`src/rtl/atp_pkg.sv`:
```
// Shared constants, FSM state encoding and per-section speed limits for the ATP speed supervisor.
package atp_pkg;

    localparam int NUM_SECT = 12;

    typedef logic [1:0] state_t;

    localparam state_t ST_IDLE    = 2'b00;
    localparam state_t ST_MONITOR = 2'b01;
    localparam state_t ST_WARN    = 2'b10;
    localparam state_t ST_BRAKE   = 2'b11;

    // Minimum ticks a train must spend in a section; leaving sooner is overspeed.
    function automatic logic [15:0] sect_min(input logic [3:0] idx);
        if (idx < 4'd4) begin
            return 16'd200;
        end else if (idx < 4'd8) begin
            return 16'd100;
        end else begin
            return 16'd150;
        end
    endfunction

endpackage

```
`src/rtl/atp_interval_timer.sv`:
```
// Section traversal timer: saturating tick counter, cleared on every position step,
// capturing the completed count as the last interval.
module atp_interval_timer #(
    parameter int CNT_W = 16
) (
    input  logic             clk,
    input  logic             rst,
    input  logic             tick,
    input  logic             step,
    output logic [CNT_W-1:0] ivl_cnt,
    output logic [CNT_W-1:0] interval_o
);

    logic [CNT_W-1:0] cnt_d, cnt_q;
    logic [CNT_W-1:0] ivl_d, ivl_q;

    // NOTE: every always_comb output gets a default first so no path can infer a latch.
    always_comb begin
        cnt_d = cnt_q;
        ivl_d = ivl_q;
        if (step) begin
            ivl_d = cnt_q;
            cnt_d = '0;
        end else if (tick && (cnt_q != '1)) begin
            cnt_d = cnt_q + CNT_W'(1);
        end
    end

    // NOTE: sequential state uses <= so all flops update from pre-edge values.
    always_ff @(posedge clk or negedge rst) begin
        if (!rst) begin
            cnt_q <= '0;
            ivl_q <= '0;
        end else begin
            cnt_q <= cnt_d;
            ivl_q <= ivl_d;
        end
    end

    assign ivl_cnt    = cnt_q;
    assign interval_o = ivl_q;

endmodule

```
`src/rtl/atp_speed_supervisor.sv`:
```
// ATP speed supervisor: section timing, overspeed detection and warn/ack/brake FSM.
// Optional overspeed event counter on port ovs_cnt when ATP_OVS_CNT_EN is defined.
module atp_speed_supervisor #(
    parameter int NUM_SECT   = atp_pkg::NUM_SECT,
    parameter int CNT_W      = 16,
    parameter int ACK_WINDOW = 500,
    parameter int STOP_TICKS = 2000
) (
    input  logic             clk,
    input  logic             rst,
    input  logic             tick,
    input  logic [3:0]       pos_in,
    input  logic             ack,
    output logic             warn,
    output logic             brake,
    output logic             fault,
    output logic [1:0]       state_o,
    output logic [CNT_W-1:0] interval_o
`ifdef ATP_OVS_CNT_EN
    ,
    output logic [7:0]       ovs_cnt
`endif
);

    import atp_pkg::*;

    localparam logic [4:0] SECT_LIM = 5'(NUM_SECT);

    logic [3:0]       pos_q;
    state_t           state_d, state_q;
    logic             warn_d, warn_q;
    logic             brake_d, brake_q;
    logic             fault_d, fault_q;
    logic [CNT_W-1:0] ack_tmr_d, ack_tmr_q;
    logic [CNT_W-1:0] ivl_cnt;

    logic [4:0] pos_next;
    logic       out_of_range;
    logic       step;
    logic       legal;
    logic       illegal;
    logic       overspeed;

    assign pos_next     = {1'b0, pos_q} + 5'd1;
    assign out_of_range = ({1'b0, pos_in} >= SECT_LIM);
    assign step         = (pos_in != pos_q);
    assign legal        = step && ({1'b0, pos_in} == pos_next) && !out_of_range;
    assign illegal      = (step && !legal) || out_of_range;
    // Limit is that of the section being left, i.e. the registered position.
    assign overspeed    = legal && (ivl_cnt < CNT_W'(sect_min(pos_q)));

    atp_interval_timer #(.CNT_W(CNT_W)) u_timer (
        .clk        (clk),
        .rst        (rst),
        .tick       (tick),
        .step       (step),
        .ivl_cnt    (ivl_cnt),
        .interval_o (interval_o)
    );

    always_comb begin
        state_d   = state_q;
        ack_tmr_d = ack_tmr_q;
        fault_d   = fault_q | illegal;
        case (state_q)
            ST_IDLE: begin
                if (illegal)    state_d = ST_BRAKE;
                else if (legal) state_d = ST_MONITOR;
            end
            ST_MONITOR: begin
                if (illegal) begin
                    state_d = ST_BRAKE;
                end else if (overspeed) begin
                    state_d   = ST_WARN;
                    ack_tmr_d = CNT_W'(ACK_WINDOW);
                end
            end
            ST_WARN: begin
                if (illegal || overspeed) begin
                    state_d = ST_BRAKE;
                end else if (ack) begin
                    state_d = ST_MONITOR;
                end else if (tick) begin
                    ack_tmr_d = ack_tmr_q - CNT_W'(1);
                    if (ack_tmr_q <= CNT_W'(1)) state_d = ST_BRAKE;
                end
            end
            default: begin
                // A fault brake can only be released by reset.
                if (!illegal && !fault_q && ack && (ivl_cnt >= CNT_W'(STOP_TICKS)))
                    state_d = ST_IDLE;
            end
        endcase
        warn_d  = (state_d == ST_WARN);
        brake_d = (state_d == ST_BRAKE);
    end

    always_ff @(posedge clk or negedge rst) begin
        if (!rst) begin
            pos_q     <= '0;
            state_q   <= ST_IDLE;
            warn_q    <= 1'b0;
            brake_q   <= 1'b0;
            fault_q   <= 1'b0;
            ack_tmr_q <= '0;
        end else begin
            pos_q     <= pos_in;
            state_q   <= state_d;
            warn_q    <= warn_d;
            brake_q   <= brake_d;
            fault_q   <= fault_d;
            ack_tmr_q <= ack_tmr_d;
        end
    end

    assign warn    = warn_q;
    assign brake   = brake_q;
    assign fault   = fault_q;
    assign state_o = state_q;

`ifdef ATP_OVS_CNT_EN
    logic       ovs_event;
    logic [7:0] ovs_cnt_d, ovs_cnt_q;

    assign ovs_event = overspeed && ((state_q == ST_MONITOR) || (state_q == ST_WARN));

    always_comb begin
        ovs_cnt_d = ovs_cnt_q;
        if (ovs_event && (ovs_cnt_q != 8'hFF)) ovs_cnt_d = ovs_cnt_q + 8'd1;
    end

    always_ff @(posedge clk or negedge rst) begin
        if (!rst) ovs_cnt_q <= '0;
        else      ovs_cnt_q <= ovs_cnt_d;
    end

    assign ovs_cnt = ovs_cnt_q;
`endif

endmodule

```
`config.mk`:
```
export PLATFORM = sky130hd
export DESIGN_NAME = atp_speed_supervisor
export DESIGN_NICKNAME = d
export VERILOG_FILES = /design/src/rtl/atp_pkg.sv /design/src/rtl/atp_interval_timer.sv /design/src/rtl/atp_speed_supervisor.sv
export SDC_FILE = /design/constraint.sdc
export NUM_CORES = 1
export LEC_CHECK = 0
export BUFFER_PORTS_ARGS = -buffer_cell sky130_fd_sc_hd__buf_2
export CORE_ASPECT_RATIO = 0.9
export CORE_MARGIN = 2
export CORE_UTILIZATION = 35
export CTS_BUF_LIST = sky130_fd_sc_hd__clkbuf_16
export CTS_CLUSTER_SIZE = 30
export DETAILED_ROUTE_END_ITERATION = 10
export PLACE_DENSITY = 0.49
export SYNTH_ARGS = -nofsm -noshare
export SYNTH_HDL_FRONTEND = slang
export SYNTH_HIERARCHICAL = 1
export SYNTH_SLANG_ARGS = --single-unit
```
`constraint.sdc`:
```
create_clock -name clk -period 5.4 [get_ports clk]
set_input_delay 0.81 -clock clk [delete_from_list [all_inputs] [get_ports clk]]
set_output_delay 0.81 -clock clk [all_outputs]
set_load 0.01 [all_outputs]
```
# == Word-level counts from Yosys, hierarchy flattened ==
# Cells that the tools add are included.
# word_totals
output_inout_bits,21
ff_bits,57
# op_classes
n_addsub,3
order_cmp,6
n_mux,20
n_eq_ne,12
reduce_logical,18
bitwise,1
# op_table
op,count
$mux W16,8
$pmux W16 S2,1
$mux W2,9
$add A16 B1 Y16 const B,1
$ge A16 B11 Y1 const B,1
$le A16 B1 Y1 const B,1
$lt A16 B16 Y1,1
$ne A16 B16 Y1 const B,1
$sub A16 B1 Y16 const B,1
$ne A2 B2 Y1 const B,5
$logic_and A1 B1 Y1,8
$mux W8,1
$eq A2 B2 Y1 const B,3
$pmux W2 S3,1
$reduce_and A6 Y1,1
$add A4 B1 Y5 const B,1
$eq A4 B5 Y1,1
$ge A4 B4 Y1 const B,1
$logic_not A1 Y1,4
$lt A4 B3 Y1 const B,1
$lt A4 B4 Y1 const B,1
$ne A4 B4 Y1,1
$reduce_bool A2 Y1,2
$eq A2 B1 Y1 const B,1
other kinds (3),4

# == Depth between registers and ports, before layout ==
# depth
word_depth,14
mapped_depth,12
ltp_nobuf,10

# == Hierarchy ==
# The synthesis kept the hierarchy.
# modules_own_cells
mod,area_each_um2,instances,cells_each
atp_speed_supervisor,1755.4,1,183
atp_interval_timer,1488.9,1,128

# == Worst setup path before layout ==
# No wires, ideal clock.
# synth_path
path_type,input -> register
from,input pos_in[0]
to,register ack_tmr_q[7]
slack_ps,2759
t_arrival_ps,2572
cell_stages,8
required_ps,5331
cell_sequence,xor2_1 > nor4_2 > inv_1 > nand2_2 > a211oi_2 > clkbuf_1 > or4b_2 > nand3_1
# synth_via
elab_chain_len,9
elab_cells_between_ends,15
# synth_rtl
element,line_no,source
from (decl),atp_speed_supervisor.sv:12,"input logic [3:0] pos_in,"
$ne A4 B4 Y1 *,atp_speed_supervisor.sv:46,assign step = (pos_in != pos_q);
named net step,atp_speed_supervisor.sv:39,logic step;
$logic_and A1 B1 Y1 (2 in series),atp_speed_supervisor.sv:47,"assign legal = step && ({1'b0, pos_in} == pos_next) && !out_of_range;"
$logic_not A1 Y1,atp_speed_supervisor.sv:48,assign illegal = (step && !legal) || out_of_range;
$logic_and A1 B1 Y1,atp_speed_supervisor.sv:48,
$logic_or A1 B1 Y1,atp_speed_supervisor.sv:48,
$logic_or A1 B1 Y1,atp_speed_supervisor.sv:79,if (illegal || overspeed) begin
$ne A2 B2 Y1 (no source line),n/a,
$reduce_and A6 Y1 (no source line) *,n/a,
to (signal assigned),atp_speed_supervisor.sv:112,ack_tmr_q <= ack_tmr_d;
to (decl),atp_speed_supervisor.sv:34,"logic [CNT_W-1:0] ack_tmr_d, ack_tmr_q;"
# The timed path passes the listed nets; every way through them passes the cells marked *.
# A chain may end at the register's enable or synchronous reset.

# == Worst setup path after layout ==
# layout_path
from,input pos_in[2]
to,register ack_tmr_q[7]
# Same word-level chain as after synthesis.

==> results.toml <==
[final_layout]
most_common_cell_after_layout_fill_and_taps_aside = "sky130_fd_sc_hd__dfrtp_1"
finalCoreUtilization_pct = 41.6
relative_area_change_from_synthesis_to_final_layout_pct = 15.9
drive_above_1_share_pct = 23.6
insertedDiodeCount = 0
most-common-layout-cells = "57 x sky130_fd_sc_hd__dfrtp_1, 28 x sky130_fd_sc_hd__buf_2, 20 x sky130_fd_sc_hd__or4_1"
num-nets-final = 359

[cts]
cts_resized = 0
clock_tree.buffer_depth = 2
post_cts_hold_buffer_count = 0
cts.repair_timing.setup_buffer_count = 0
tritoncts_buffers = 9
cts_tree = "yes"
clock_insertion_delay_worst_skew_ps = 330
h_tree_depth = 3
cts_num_sinks = 57
buffer_type_at_the_clock_tree_root = "sky130_fd_sc_hd__clkbuf_16"
cts.reportedPaths.clkPinSlew_ps = 50

[route]
dr.pass1.iters = 4
drt.antenna.violating_nets = 0
detail_route.wirelength_um = 7430
drc_errors = 0
drtIter0Drc = 110
via_count = 2574
avgViaCountPerCell = 5.49
post_drt_wl_per_cell_um = 15.8

[yosys]
postSynth.topFlopCell = "sky130_fd_sc_hd__dfrtp_1"
post_synthesis_sequential_area_ratio_pct = 44.0
synth.ff_latch_count = 57
synth_area_per_cell_um2 = 10.4
post_synth_instance_area_um2 = 3240
number_of_flops_mapped_to_enable_cells_by_yosys = 0
synthesis.instances = 311
yosysWarnings = 6
synth.distinct_cells = 62
async_flop_share_pct = 100
synth_fp_nets = 328

[run]
max-cap-violations = 0

[timing]
fmaxAchievable_mhz = 310
fin_crit_sh_pct = 59.7
fin_skew_ps = 10.2
timing.final.max_slew_violations = 0
final.min_clock_period_ps = 3230
grt_setup_unrepaired = "false"
setup_viol = 0
max_slew.worst_pin.slew_ps = 859
relative_slew_slack_pct = 42.5
timing_hold_violations_final = 0
setup-tns-final_ps = 0

[pwr]
power.static_leakage_nw = 1.62
p_per_area_nw_per_um2 = 342
irDropWorstVdd_mv = 0.146

[grt]
first_global_vias = 2489
globalRouteTotalUtil_pct = 16.3
antenna_found_initial = 0
grt_first_pass_wirelength_um = 12900
maximum_number_of_pins_on_one_net_before_global_route_repair = 58
globalRoute.totalOverflow = 0

[worst_setup_path]
reg2reg_depth = 9
timing.critical_path.from_type = "primary input"
setup_cp_type = "primary input to register"
critPathRequiredTime_ps = 5650
worst_ep_arrival_time_ps = 3480
critPathCaptureType = "register"
timing.critical_path.fanout_max = 30

[outcome]
status = "complete, no violations"

[floorplanning]
initial_core_util_pct = 35.9
core_um2 = 9040
die_x_um = 105
die-area_um2 = 10100
dieHeight_um = 95.3
ios = 29
num_rows = 33

[place]
post-dp-hpwl_um = 4970
globalplace.congestion = 0.764
io_buffers = 28

[min_path]
hp-class = "register to register"
hold_depth = 1
## sequential cells by signal, indices dropped and copies added, names as in the netlist
register,flops
brake,1
u_timer/interval_o,16
state_o,2
ack_tmr_q,16
u_timer/ivl_cnt,16
fault,1
pos_q,4
warn,1
## power breakdown
group / internal, W / leakage, nW / switching, W
combinational: 0.000109 / 0.734 / 0.000161
clock: 0.000299 / 0.130 / 0.000186
sequential: 0.000477 / 0.758 / 0.0000526
## synth_stat cells (2+ instances only)
library cell                instances  area [um^2]
sky130_fd_sc_hd__dfrtp_1           57         1430
sky130_fd_sc_hd__or4_1             20          150
sky130_fd_sc_hd__a21oi_1           19         95.1
sky130_fd_sc_hd__nor2_1            18         67.6
sky130_fd_sc_hd__mux2_2            16          180
sky130_fd_sc_hd__o31ai_1           16          120
sky130_fd_sc_hd__or3_1             13         81.3
sky130_fd_sc_hd__inv_1             12         45.0
sky130_fd_sc_hd__nand2_1           12         45.0
sky130_fd_sc_hd__nand3_1           10         50.1
sky130_fd_sc_hd__o21ai_0           10         50.1
sky130_fd_sc_hd__ha_1               9          113
sky130_fd_sc_hd__nor3_1             9         45.0
sky130_fd_sc_hd__buf_2              5         25.0
sky130_fd_sc_hd__clkbuf_1           5         18.8
sky130_fd_sc_hd__nand4_1            5         31.3
sky130_fd_sc_hd__xor2_1             5         43.8
sky130_fd_sc_hd__nand2b_1           4         25.0
sky130_fd_sc_hd__nor4_1             4         25.0
sky130_fd_sc_hd__or2_2              4         25.0
sky130_fd_sc_hd__a31oi_1            3         18.8
sky130_fd_sc_hd__mux2i_1            3         30.0
sky130_fd_sc_hd__o21ai_1            3         15.0
sky130_fd_sc_hd__a2111oi_4          2         55.1
sky130_fd_sc_hd__a211oi_2           2         25.0
sky130_fd_sc_hd__and2_1             2         12.5
sky130_fd_sc_hd__nand3_2            2         20.0
sky130_fd_sc_hd__nand3b_1           2         15.0
sky130_fd_sc_hd__nand4b_1           2         17.5
sky130_fd_sc_hd__nor4_2             2         25.0
sky130_fd_sc_hd__o211ai_1           2         15.0
sky130_fd_sc_hd__o41ai_1            2         17.5
sky130_fd_sc_hd__xnor2_1            2         17.5
## through the flow
step / instances / power, W / hold WS [ps] / worst slack, ps / instance area, um^2
2_1_floorplan: 311 / 0.000724 / 487 / 2760 / 3240
3_3_place_gp: 453 / 0.000804 / 491 / 1930 / 3500
3_5_place_dp: 453 / 0.000807 / 490 / 1860 / 3500
4_1_cts: 469 / 0.00130 / 501 / 2190 / 3760
5_1_grt: 469 / 0.00137 / 522 / 1920 / 3760
6_report: 469 / 0.00129 / 500 / 2170 / 3760
## final cells by class
class / count / area, um^2
clock buffers: 9 / 225
clock inverters: 7 / 28.8
fillers: 908 / 5280
inverters: 13 / 48.8
multi-input cells: 229 / 1710
flip-flops and latches: 57 / 1430
well taps: 122 / 153
repair buffers: 32 / 170
## worst paths after layout
path	start	end	slack, ps
max	pos_in[2]	ack_tmr_q[7]	2170
min	u_timer/interval_o[12]	u_timer/interval_o[12]	500
max reg2reg	pos_q[2]	ack_tmr_q[7]	2300
min reg2reg	u_timer/interval_o[12]	u_timer/interval_o[12]	500
max in group asynchronous	rst	u_timer/ivl_cnt[12]	4260
min in group asynchronous	rst	ack_tmr_q[5]	640
## worst max-delay path: stages
cell and delay, ps:
sky130_fd_sc_hd__buf_2 130, sky130_fd_sc_hd__xor2_1 170, sky130_fd_sc_hd__nor4_2 430, sky130_fd_sc_hd__inv_1 430, sky130_fd_sc_hd__buf_4 350, sky130_fd_sc_hd__nand2_2 110, sky130_fd_sc_hd__a211oi_2 50, sky130_fd_sc_hd__buf_4 250
sky130_fd_sc_hd__or4b_2 620, sky130_fd_sc_hd__nand3_1 100
## metal layers
| layer | wire, um | up-vias | share of wire, % | GRT usage [%] |
|---|---|---|---|---|
| li1 | - | 1259 | - | - |
| met1 | 3820 | 1242 | 51 | 23.2 |
| met2 | 3200 | 67 | 43 | 23.6 |
| met3 | 357 | 6 | 4.8 | 3.49 |
| met4 | 55 | 0 | 0.74 | 7.33 |
| met5 | 0 | - | 0 | 0 |
## logic make-up after synthesis
| kind of cell | Yosys count | share of synthesized area [%] |
|---|---|---|
| xor gates and xnor gates | 8 | 2.58 |
| buffers and inverters | 25 | 3.43 |
| AOI/OAI and AO/OA | 73 | 17.2 |
| DFF | 57 | 44.0 |
| muxes | 19 | 6.48 |
| and+or+nand+nor | 120 | 22.9 |
| adders and majority gates | 9 | 3.47 |
No activity file was read; power rests on OpenSTA's default activity.
